File: src/rtl/m65c02a_mem_cycle_ctrl.sv
// m65c02a_mem_cycle_ctrl: memory cycle controller that stretches the core's
// Rdy for internal wait states and external device handshakes.
// Ports: Rst/Clk; IO_Op, CE[15:1], Int_WS from core/MMU; Ext_Rdy from devices;
//   Sel_MCC/WE/RE/MCC_DI/MCC_DO status register access; Rdy, Bus_Err out.
// Optional: define MEM_CYC_TIMEOUT_EN to bound external waits to pTO_Cnt
//   clocks, raising Bus_Err and latching {Err, ErrWr, 00, ErrCS} in status.
module m65c02a_mem_cycle_ctrl #(
  parameter int pWS_Out = 2,
  parameter int pTO_Cnt = 255
) (
  input  logic        Rst,
  input  logic        Clk,
  input  logic [1:0]  IO_Op,
  input  logic [15:1] CE,
  input  logic        Int_WS,
  input  logic        Ext_Rdy,
  input  logic        Sel_MCC,
  input  logic        WE,
  input  logic        RE,
  input  logic [7:0]  MCC_DI,
  output logic [7:0]  MCC_DO,
  output logic        Rdy,
  output logic        Bus_Err
);

  typedef enum logic {IDLE, WS} state_t;

  state_t     state_q, state_d;
  logic [3:0] cnt_q, cnt_d;
  logic       ext_q, ext_d;
  logic [7:0] stat_q, stat_d;

  logic req, ext, need_wait;
  logic to_hit, rdy_core, clr;
  logic unused_di;

  assign unused_di = ^MCC_DI[6:0];

  assign req       = (IO_Op != 2'b00) & (|CE);
  assign ext       = |CE[15:8];
  assign need_wait = req & (Int_WS | ext);

`ifdef MEM_CYC_TIMEOUT_EN
  logic       wr_q, wr_d;
  logic [3:0] cs_q, cs_d, cs_idx;
  logic [7:0] to_q, to_d;
  logic       to_cond;

  // CE is one-hot; the set bit's index is the chip-select code.
  always_comb begin
    cs_idx = 4'd0;
    for (int i = 1; i < 16; i++)
      if (CE[i]) cs_idx = 4'(i);
  end

  // Timeout only runs once the internal count is exhausted.
  assign to_cond = (state_q == WS) & (cnt_q == 4'd0)
                 & ext_q & ~Ext_Rdy;
  assign to_hit  = to_cond & (to_q == 8'(pTO_Cnt - 1));

  always_comb begin
    wr_d = wr_q;
    cs_d = cs_q;
    to_d = to_q;
    if (state_q == IDLE) begin
      if (need_wait) begin
        wr_d = (IO_Op == 2'b01);
        cs_d = cs_idx;
        to_d = 8'd0;
      end
    end else if (to_cond) begin
      to_d = to_q + 8'd1;
    end
  end

  always_ff @(posedge Clk or posedge Rst) begin
    if (Rst) begin
      wr_q <= 1'b0;
      cs_q <= 4'd0;
      to_q <= 8'd0;
    end else begin
      wr_q <= wr_d;
      cs_q <= cs_d;
      to_q <= to_d;
    end
  end
`else
  assign to_hit = 1'b0;
`endif

  always_comb begin
    rdy_core = 1'b1;
    unique case (state_q)
      IDLE: rdy_core = ~need_wait;
      WS:   rdy_core = (cnt_q == 4'd0)
                     & (~ext_q | Ext_Rdy | to_hit);
    endcase
  end

  // Reset forces Rdy high even while request inputs are active.
  assign Rdy     = Rst | rdy_core;
  assign Bus_Err = to_hit;

  always_comb begin
    state_d = state_q;
    cnt_d   = cnt_q;
    ext_d   = ext_q;
    unique case (state_q)
      IDLE: begin
        if (need_wait) begin
          state_d = WS;
          cnt_d   = Int_WS ? 4'(pWS_Out - 1) : 4'd0;
          ext_d   = ext;
        end
      end
      WS: begin
        if (cnt_q != 4'd0) cnt_d = cnt_q - 4'd1;
        if (rdy_core) state_d = IDLE;
      end
    endcase
  end

  // A timeout in the same cycle as a clear wins.
  assign clr = Sel_MCC & WE & Rdy & MCC_DI[7];

  always_comb begin
    stat_d = stat_q;
    if (clr) stat_d = 8'h00;
`ifdef MEM_CYC_TIMEOUT_EN
    if (to_hit) stat_d = {1'b1, wr_q, 2'b00, cs_q};
`endif
  end

  always_ff @(posedge Clk or posedge Rst) begin
    if (Rst) begin
      state_q <= IDLE;
      cnt_q   <= 4'd0;
      ext_q   <= 1'b0;
      stat_q  <= 8'h00;
    end else begin
      state_q <= state_d;
      cnt_q   <= cnt_d;
      ext_q   <= ext_d;
      stat_q  <= stat_d;
    end
  end

  assign MCC_DO = (Sel_MCC & RE) ? stat_q : 8'h00;

endmodule

File: config.mk
export PLATFORM = sky130hd
export DESIGN_NAME = m65c02a_mem_cycle_ctrl
export DESIGN_NICKNAME = d
export VERILOG_FILES = /design/src/rtl/m65c02a_mem_cycle_ctrl.sv
export SDC_FILE = /design/constraint.sdc
export NUM_CORES = 1
export LEC_CHECK = 0
export CELL_PAD_IN_SITES_DETAIL_PLACEMENT = 2
export CELL_PAD_IN_SITES_GLOBAL_PLACEMENT = 2
export CORE_MARGIN = 5
export CORE_UTILIZATION = 14
export CTS_CLUSTER_SIZE = 20
export DETAILED_ROUTE_END_ITERATION = 8
export PLACE_DENSITY_LB_ADDON = 0.1
export SYNTH_ARGS = -nofsm -noshare
export SYNTH_HDL_FRONTEND = slang
export SYNTH_SLANG_ARGS = --single-unit
File: constraint.sdc
create_clock -name Clk -period 1.9 [get_ports Clk]
set_input_delay 0.475 -clock Clk [delete_from_list [all_inputs] [get_ports Clk]]
set_output_delay 0.475 -clock Clk [all_outputs]
set_load 0.02 [all_outputs]
==> run_results.csv, run 1 <==
group,metric,value,unit
outcome,status,"finished, violations left",
outcome,violations,"negative setup slack",
synth,yosysMostFrequentCell,"buf_4",
worst_setup_path,worstSetupPathType,"in2out",
timing,period_share,1.15,
worst_setup_path,path_cells,"buf_2 -> or4_4 -> o211ai_1 -> a31o_4 -> buf_6",
clocking,clk_latency,0.26,ns
synth,ys_ff_latch,6,
floorplanning,initial_core_util,0.148,
timing,tightest_slew,0.512,ns
timing,finalWorstSetupSlack,-0.284,ns
timing,clock_skew,0.0122,ns
placed_design,io_buffers,21,
global_routing,grt_overflow_total,0,
worst_setup_path,cp.required,1.42,ns
clocking,htreeDepth,1,
timing,finalHoldViolations,0,
worst_setup_path,critPathMaxFanout,2,
synth,netlist-cell-type-count,27,
clocking,numCtsBuffers,3,
placed_design,gp_congestion,0.676,
detailed_routing,drt_wl_total,2140,um
global_routing,antenna_found_initial,0,
floorplanning,io_pins,42,
placed_design,dp.cells,137,
timing,period_minus_slack,2.18,ns
detailed_routing,firstDrtPassIters,2,
floorplanning,die_x,69.8,um
worst_setup_path,crit_family,"simple AND/OR/NAND/NOR gates",
detailed_routing,dr_total_vias,622,
synth,avgSynthCellArea,8.78,um2
synth,synthCells,57,
clocking,clockBufferDepth,2,
layout,layout.cells.non_filler,152,
worst_setup_path,arrival,1.71,ns
synth,synth_flop_cell,"dfrtp_1",
layout,drive_gt1_frac,0.509,
detailed_routing,antenna_left,0,
pwr,ir_drop,0.000354,V
floorplanning,die_y,69.8,um
global_routing,grt_max_degree,8,
global_routing,grt_pass1_wl,3460,um
worst_setup_path,worstSetupStartpointType,"primary input",
detailed_routing,avgViaCountPerCell,4.09,
pwr,leakagePower,0.458,nW
synth,yosysWarnings,0,
timing,finalSetupViolCount,1,
detailed_routing,wire_per_inst,14.1,um
hold_path,hold_class,"reg2reg",
clocking,cts-root-buf,"clkbuf_4",
layout,fin_util,0.292,
floorplanning,core-area,3390,um2
synth,yosys-top-cells-area,"dfrtp_1 30%, buf_4 14%, o21ai_0 5.0%",
hold_path,whs_path_depth,1,
synth,synth_area,500,um2
global_routing,groute.usage.overall,0.0876,
synth,synth_top_area_share,0.300,
worst_setup_path,max_stage_delay,0.53,ns
floorplanning,rows,21,
layout,nets,141,
placed_design,dp_hpwl,1620,um
timing,rsz0062_at_grt,"true",
worst_setup_path,r2r_slack,0.28,ns
worst_setup_path,crit_path_top_delay_cell,"or4_4",
global_routing,grt_pass1_vias,743,
worst_setup_path,rr_endpoint,"cnt_q[3]$_DFFE_PP0P_",
worst_setup_path,r2r-start,"cnt_q[0]$_DFFE_PP0P_",
floorplanning,dieArea,4870,um2
synth,synth_largest_area_cell,"dfrtp_1",
layout,syn_to_final_growth,97.5,%
synth,async_flop_share,1.00,
worst_setup_path,worstRegToRegCells,7,
hold_path,hold_path_end,"ext_q$_DFFE_PP0P_",
clocking,cts_sinks,6,
synth,yosys-top-cells-count,"9 x buf_4, 6 x dfrtp_1, 5 x o21ai_0",
pwr,power_density,1240,nW/um2
layout,antennaDiodeCount,0,
worst_setup_path,crit_path_end_kind,"output pin",
clocking,cts.clk_slew.worst_paths,0.05,ns
synth,synth-seq-area-share,0.300,
timing,drv_slew,0,
timing,fmax,0.458,GHz
synth,synth-edff-count,0,
worst_setup_path,critPathBufInv,2,
clocking,cts_tree,"yes",
detailed_routing,drtIter0Drc,5,
flow_run,cap_violations,0,
timing,maxSlewHeadroom,0.659,
hold_path,min_from,"ext_q$_DFFE_PP0P_",
detailed_routing,drc_errors,0,
clocking,holdBufCountCts,0,
## placed cells by master, fill, tap and decap left out, drive strengths merged
cell	synthesis	final
a211oi	1	1
a21o	1	1
a21oi	1	1
a31o	1	1
buf	9	31
clkbuf	0	9
clkdlybuf4s15	0	2
clkdlybuf4s50	0	3
conb	1	9
dfrtp	6	6
dlygate4sd2	0	5
ha	1	1
inv	4	4
nand2	3	3
nand3	3	3
nand4b	1	1
nor2b	1	1
nor3b	1	1
nor4	3	3
o211a	1	1
o211ai	1	1
o21ai	5	5
o21ba	1	1
o21bai	1	1
o221ai	1	1
o31ai	2	2
o32ai	1	1
or3	2	2
or3b	1	1
or4	4	4
## cell type report
type | count | area [um2]
Fill cell | 393 | 2400
Timing Repair Buffer | 47 | 375
Inverter | 4 | 15.0
Clock buffer | 3 | 22.5
Multi-Input combinational cell | 46 | 368
Tap cell | 46 | 57.6
Sequential cell | 6 | 150
## power by group
part	internal, mW	switching [mW]	total [mW]
registers	0.190	0.0375	0.228
logic	0.499	0.366	0.865
clock network	0.0724	0.0588	0.131
total	0.761	0.463	1.22
## how the worst max path moves through the flow
stage                     endpoint  depth (start not counted)                  from  slack [ns]
after floorplan                Rdy                          3                 CE[3]       -0.06
after global placement         Rdy                          5                CE[12]       -1.11
after detailed placement       Rdy                          5                CE[12]       -1.12
after CTS                      Rdy                          6  cnt_q[0]$_DFFE_PP0P_       -0.26
after global routing           Rdy                          6  cnt_q[0]$_DFFE_PP0P_       -0.33
final                          Rdy                          5                 CE[7]       -0.28
## per-stage QoR
stage	total power [mW]	TNS [ns]	instance area, um2	setup WS (ns)	hold slack [ns]
final	1.22	-0.284	988	-0.284	0.465
after detailed placement	0.826	-2.54	836	-1.12	0.461
after CTS	1.17	-0.452	987	-0.256	0.471
after floorplan	0.546	-0.0574	531	-0.0574	0.266
after global placement	0.807	-2.44	836	-1.11	0.458
after global routing	1.31	-0.334	988	-0.334	0.478
## worst reg2reg max path: cells and delay by family, from the launching register on
kind | cells | cell delay [ns]
AOI/OAI and AO/OA | 1 | 0.08
adders and majority gates | 1 | 0.15
buffers and inverters | 3 | 0.31
DFF | 1 | 0.37
and+or+nand+nor | 2 | 0.61
## cell families after synthesis
family / share of synthesized area
compound gates: 0.258
simple gates: 0.245
other cells: 0.00749
flops: 0.300
buf+inv: 0.165
fa+ha+maj: 0.0250
## metal layers
metal / wire (um) / GRT usage
met1: 831 / 0.0868
met2: 1230 / 0.178
met3: 72 / 0.0261
met4: 6 / 0.0128
met5: 0 / 0
## timing repair
action / CTS / global route
pin swaps: 10 / 7
endpoints found under the setup margin: 5 / 2
setup buffers: 14 / 3
resized for setup: 48 / 20
## sequential cells by signal, indices dropped and copies added, names as in the netlist
name / flops
cnt_q: 4
ext_q: 1
state_q: 1
Power figures use the tool's default switching activity.
==> inputs of run 2 (changes only) <==
CAP_MARGIN = 20   (was unset)
==> results of run 2 <==
The final DEF is identical to that of run 1; final timing and power are the same.
